==> src/rtl/mem_arbiter.sv <==
// Two-master arbiter in front of a single-port memory with a 1-cycle registered read.
// Round-robin by default; define MEMARB_FIXED_PRIO_EN to make m0 win every IDLE tie.
`timescale 1ns/1ps
module mem_arbiter #(
  parameter int ADDR_W = 32
) (
  input  logic              clk,
  input  logic              reset,
  input  logic [ADDR_W-1:0] m0_addr,
  input  logic [31:0]       m0_wdata,
  input  logic [3:0]        m0_wmask,
  input  logic              m0_rstrb,
  output logic [31:0]       m0_rdata,
  output logic              m0_ready,
  input  logic [ADDR_W-1:0] m1_addr,
  input  logic [31:0]       m1_wdata,
  input  logic [3:0]        m1_wmask,
  input  logic              m1_rstrb,
  output logic [31:0]       m1_rdata,
  output logic              m1_ready,
  output logic [ADDR_W-1:0] mem_addr,
  output logic [31:0]       mem_wdata,
  output logic [3:0]        mem_wmask,
  output logic              mem_rstrb,
  input  logic [31:0]       mem_rdata,
  output logic              busy
);

  typedef enum logic [1:0] {
    S_IDLE  = 2'd0,
    S_ISSUE = 2'd1,
    S_RESP  = 2'd2
  } state_t;

  state_t            r_state;
  state_t            w_state_next;
  logic              r_grant;
  logic              r_is_read;
  logic [ADDR_W-1:0] r_addr;
  logic [31:0]       r_wdata;
  logic [3:0]        r_wmask;

  logic              w_req0;
  logic              w_req1;
  logic              w_latch;
  logic              w_sel;
  logic [ADDR_W-1:0] w_sel_addr;
  logic [31:0]       w_sel_wdata;
  logic [3:0]        w_sel_wmask;

  assign w_req0 = m0_rstrb | (|m0_wmask);
  assign w_req1 = m1_rstrb | (|m1_wmask);

`ifndef MEMARB_FIXED_PRIO_EN
  logic r_last_grant;

  always_ff @(posedge clk or posedge reset) begin
    if (reset) begin
      r_last_grant <= 1'b1;
    end else if (w_latch) begin
      r_last_grant <= w_sel;
    end
  end
`endif

  always_comb begin
    w_state_next = r_state;
    w_latch      = 1'b0;
    w_sel        = 1'b0;
    case (r_state)
      S_IDLE: begin
        if (w_req0 || w_req1) begin
          w_latch      = 1'b1;
          w_state_next = S_ISSUE;
`ifdef MEMARB_FIXED_PRIO_EN
          w_sel = ~w_req0;
`else
          w_sel = (w_req0 && w_req1) ? ~r_last_grant : w_req1;
`endif
        end
      end
      S_ISSUE: w_state_next = S_RESP;
      S_RESP: begin
        // Only the other port is eligible; the grantee's req is still high this cycle.
        w_sel = ~r_grant;
        if (r_grant ? w_req0 : w_req1) begin
          w_latch      = 1'b1;
          w_state_next = S_ISSUE;
        end else begin
          w_state_next = S_IDLE;
        end
      end
      default: w_state_next = S_IDLE;
    endcase
  end

  assign w_sel_addr  = w_sel ? m1_addr  : m0_addr;
  assign w_sel_wdata = w_sel ? m1_wdata : m0_wdata;
  assign w_sel_wmask = w_sel ? m1_wmask : m0_wmask;

  always_ff @(posedge clk or posedge reset) begin
    if (reset) begin
      r_state   <= S_IDLE;
      r_grant   <= 1'b0;
      r_is_read <= 1'b0;
      r_addr    <= '0;
      r_wdata   <= '0;
      r_wmask   <= '0;
    end else begin
      r_state <= w_state_next;
      if (w_latch) begin
        r_grant   <= w_sel;
        r_addr    <= w_sel_addr;
        r_wdata   <= w_sel_wdata;
        r_wmask   <= w_sel_wmask;
        r_is_read <= ~(|w_sel_wmask);
      end
    end
  end

  // Strobes decode straight from state so an async reset kills them immediately.
  assign mem_addr  = r_addr;
  assign mem_wdata = r_wdata;
  assign mem_wmask = (r_state == S_ISSUE) ? r_wmask : 4'b0000;
  assign mem_rstrb = (r_state == S_ISSUE) && r_is_read;

  assign m0_ready = (r_state == S_RESP) && !r_grant;
  assign m1_ready = (r_state == S_RESP) && r_grant;
  assign m0_rdata = mem_rdata;
  assign m1_rdata = mem_rdata;
  assign busy     = (r_state != S_IDLE);

endmodule

==> config.mk <==
export PLATFORM = sky130hd
export DESIGN_NAME = mem_arbiter
export DESIGN_NICKNAME = d
export VERILOG_FILES = /design/src/rtl/mem_arbiter.sv
export SDC_FILE = /design/constraint.sdc
export NUM_CORES = 1
export LEC_CHECK = 0
export ABC_AREA = 1
export CAP_MARGIN = 10
export CORE_AREA = 2 2 121 123
export CTS_CLUSTER_DIAMETER = 50
export DETAILED_ROUTE_END_ITERATION = 7
export DIE_AREA = 0 0 123 125
export GPL_TIMING_DRIVEN = 1
export PLACE_DENSITY = 0.7
export SLEW_MARGIN = 20
export SYNTH_ARGS = -nofsm -noshare
export SYNTH_HDL_FRONTEND = slang
export SYNTH_SLANG_ARGS = --single-unit
==> constraint.sdc <==
create_clock -name clk -period 6.35 [get_ports clk]
set_input_delay 0.9525 -clock clk [delete_from_list [all_inputs] [get_ports clk]]
set_output_delay 0.9525 -clock clk [all_outputs]
set_load 0.05 [all_outputs]
After elaboration in Yosys (flattened, before gate mapping)
Index checks and enable logic that the tools add are counted.
{"block": "totals", "ff_bits": 73, "in_bits": 172, "out_inout_bits": 136, "word_cells": 40}
{"block": "op_classes", "n_eq_ne": 3, "n_mux": 14, "bitwise": 5, "n_reduce_logical": 11}
{"cell": "32-bit two-way mux", "count": 2}
{"cell": "4-bit OR reduction", "count": 3}
{"cell": "4-bit two-way mux", "count": 2}
{"cell": "1-bit two-way mux", "count": 6}
{"cell": "2-bit one-hot mux with 3 select lines", "count": 1}
{"cell": "1-bit logical AND", "count": 4}
{"cell": "1-bit one-hot mux with 2 select lines", "count": 2}
{"cell": "1-bit inverter", "count": 3}
{"cell": "2-bit by 1-bit == test with 1-bit output (second input constant)", "count": 1}
{"cell": "2-bit == test (second input constant)", "count": 1}
{"cell": "2-bit logical NOT", "count": 1}
{"cell": "2-bit two-way mux", "count": 1}
{"cell": "2-bit inequality test (second input constant)", "count": 1}
{"cell": "1-bit OR", "count": 2}
{"cell": "2-bit nonzero test", "count": 1}
{"cell": "1-bit logical NOT", "count": 1}
{"cell": "1-bit logical OR", "count": 1}

Longest topological paths before layout
{"block": "logic_depth", "word_depth": 9, "depth_mapped": 12, "ltp_nobuf": 11}

Least setup slack after synthesis
Ideal clock, no wire load.
{"block": "synth_timing", "path_kind": "register to output", "startpoint": "reg r_state[1]", "endpoint": "out mem_rstrb", "arrival_time_ns": 1.229, "required_time_ns": 5.398, "setup_slack_ns": 4.168, "stages_incl_launch_ff": 4, "path_buffers": 0, "cell_sequence": "dfrtp_1 nor2_1 inv_1 nor2_1"}
{"block": "synth_via", "elab_chain_cells": 2}
{"item": "start, declared", "line_no": "35", "text": "state_t r_state;"}
{"item": "start signal, assigned", "line_no": "110", "text": "r_state <= w_state_next;"}
{"item": "2-bit by 1-bit == test with 1-bit output", "line_no": "125", "text": "assign mem_rstrb = (r_state == S_ISSUE) && r_is_read;"}
{"item": "1-bit logical AND", "line_no": "125"}
{"item": "end, declared", "line_no": "24", "text": "output logic mem_rstrb,"}
Every way passes these cells.

Final worst setup path
{"block": "layout_timing", "startpoint": "reg r_state[1]", "endpoint": "out mem_wmask[3]"}
{"block": "layout_via", "elab_chain_cells": 2}
{"item": "2-bit by 1-bit == test with 1-bit output", "line_no": "124", "text": "assign mem_wmask = (r_state == S_ISSUE) ? r_wmask : 4'b0000;"}
{"item": "4-bit two-way mux", "line_no": "124"}
{"item": "end, declared", "line_no": "23", "text": "output logic [3:0] mem_wmask,"}
Every way passes these cells.

==> impl_results.md <==
- Status: completed
- Detail Placement HPWL: 7910 µm
- DRC violation count after routing: 0
- Initial core utilization: 27.6%
- Die area: 0.0154 mm²
- Clock Skew: 0.00459 ns
- # setup viols final: 0
- Post-synthesis sequential area ratio: 46.6%
- Number of synthesis warnings: 0
- Hold_buf cts: 0
- Setup WS pre-CTS: 3.08 ns
- Post-Place Cell Area: 0.00563 mm²
- Largest net degree at the start of global routing: 74
- CTS tree: built
- Total Wirelength: 11600 µm
- Crit path launch type: flip-flop
- Pwr per Cell Area: 657 mW/mm²
- Period utilization: 46.2%
- Unrepaired setup endpoints after global routing: no
- Commonest non-fill, non-tap cell in the layout: clkdlybuf4s50_1
- Critical Path AT: 1.98 ns
- Vias in the first global route: 3491
- Ant diodes: 0
- Max Cap Viol: 0
- Beginning of the critical path: r_state[1]
- GRT overflow: 0
- Layout net count: 797
- RD Place Congestion: 0.812
- Worst Hold Launch: r_state[1]
- Yosys top cell by area: dfrtp_1
- LEAKAGE: 2.49 nW
- Post-synthesis cell area: 0.00393 mm²
- WP data required: 5.40 ns
- Layout cells sized above 1: 4.92%
- Drt first-iter violations: 201
- Post-CTS Resized: 0
- Clock Tree Root: clkbuf_16
- Clock-pin slew on the worst setup and hold paths: 0.06 ns
- Peak supply drop: 0.308 mV
- Num CTS Buffers: 9
- Via density: 4.45
- Cells after Synth: 491
- GRT Resource Usage Total: 15.0%
- DRT antenna net count: 0
- Final-report hold violation count: 0
- Boundary Pins: 308
- # fillers: 1394
- Final instance area: 0.00597 mm²
- Most frequent cells in the layout: clkdlybuf4s50_1 (211), o21ai_1 (114), nand2_1 (84), nor2_1 (79), dfrtp_1 (72)
- H-tree Lvls: 3
- Top cell type's share of synthesized area: 45.9%
- Overall power: 3.93 mW
- DRT Pass-1 Iters: 4
- Worst r2r src: r_last_grant
- Fmax: 0.341 GHz
- Seq cells post-synth: 73
- Slew headroom: 36.6%
- Register Area: 0.00183 mm²
- Critical path class: flip-flop to output pin
- Worst hold path class: flip-flop to flip-flop
- IO buf count: 211
- # rows: 44
- Area contributors post-synth: dfrtp_1 (46%), o21ai_1 (15%), buf_4 (13%), nand2_1 (8.0%), nor2_1 (7.6%)
- Clock Latency Late Sink: 0.33 ns
- CTS max path bufs: 2
- Synthesized area per cell: 8.00 µm²
- Net Count, Synth: 663
- CTS sink count: 73
- Crit end category: output pin
- Crit-path max FO: 5
- First-pass GRT wire length: 18000 µm
- Min Tclk post-route: 2.94 ns
- Die Y: 125 µm
- DR WL/cell: 14.3 µm
- Die width: 123 µm
- Routed vias: 3621
- Setup TNS: 0 ns
- Initial antenna violation count: 0
- Syn-to-layout area delta: 52.1%
- Final slew viol count: 0
- Post-CTS Setup Inserts: 0
- Worst slew pin tran: 0.951 ns
- Area of the multi-input gates: 0.00136 mm²
- Slack of the critical path: 3.41 ns
- Core area: 0.0142 mm²
- Number of distinct library cells after synthesis: 18
## area by class of cell
class,instances,share of cell area [%]
clock buffers,12,4.46
inverters,18,1.19
flip-flops and latches,73,30.6
clock inverters,4,1.24
well taps,184,3.86
repair buffers,215,35.9
multi-input cells,308,22.8
## path summary, 6_finish.rpt
kind                                  to  slack [ns]  cells past startpoint
max                         mem_wmask[3]        3.41                      4
min                           r_state[1]        0.47                      1
max reg2reg                 mem_addr[17]        4.25                      7
min reg2reg                   r_state[1]        0.47                      1
max in group asynchronous  mem_wdata[20]        4.49                      3
min in group asynchronous  mem_wdata[23]        1.21                      3
## logic make-up after synthesis
group,Yosys count,synth area share (%)
AOI/OAI and AO/OA,135,17.2
and+or+nand+nor,173,17.4
DFF,73,46.6
buffers and inverters,110,18.8
## per-stage QoR
stage / hold slack [ns] / utilization [%] / cells
finish: 0.467 / 42.0 / 814
global route: 0.491 / 42.0 / 814
CTS: 0.466 / 42.0 / 814
detailed placement: 0.458 / 39.6 / 798
global placement: 0.454 / 39.6 / 798
floorplan: 0.436 / - / 491
## cell usage after synthesis, drive strengths merged
cell type    n
o21ai      134
a21oi        1
clkbuf       5
nor2        80
nand3        5
inv         18
buf         87
nand2       87
dfstp        1
nand3b       1
dfrtp       72
## flip-flops by register name (all words and copies together) (netlist names)
signal        cells
mem_addr         32
mem_wdata        32
r_grant           1
r_is_read         1
r_last_grant      1
r_state           2
r_wmask           4
## power breakdown
part / leakage [nW] / switching, mW / internal, mW
Clock: 0.169 / 0.196 / 0.376
Combinational: 1.44 / 1.72 / 0.782
Sequential: 0.880 / 0.126 / 0.725
## routing by layer
layer / up-vias / GRT usage, % / wire (µm)
met1: 1623 / 17.9 / 4630
li1: 1790 / - / -
met3: 29 / 4.38 / 1130
met2: 179 / 24.3 / 5520
met4: 0 / 7.75 / 341
met5: - / 0 / 0
## worst max-delay path: stages (launching register included)
cell	delay, ns
dfrtp_1	0.39
nor2_1	0.14
inv_1	0.13
nor2_1	0.13
clkdlybuf4s50_1	0.86
(Power assumes the default switching activity.)
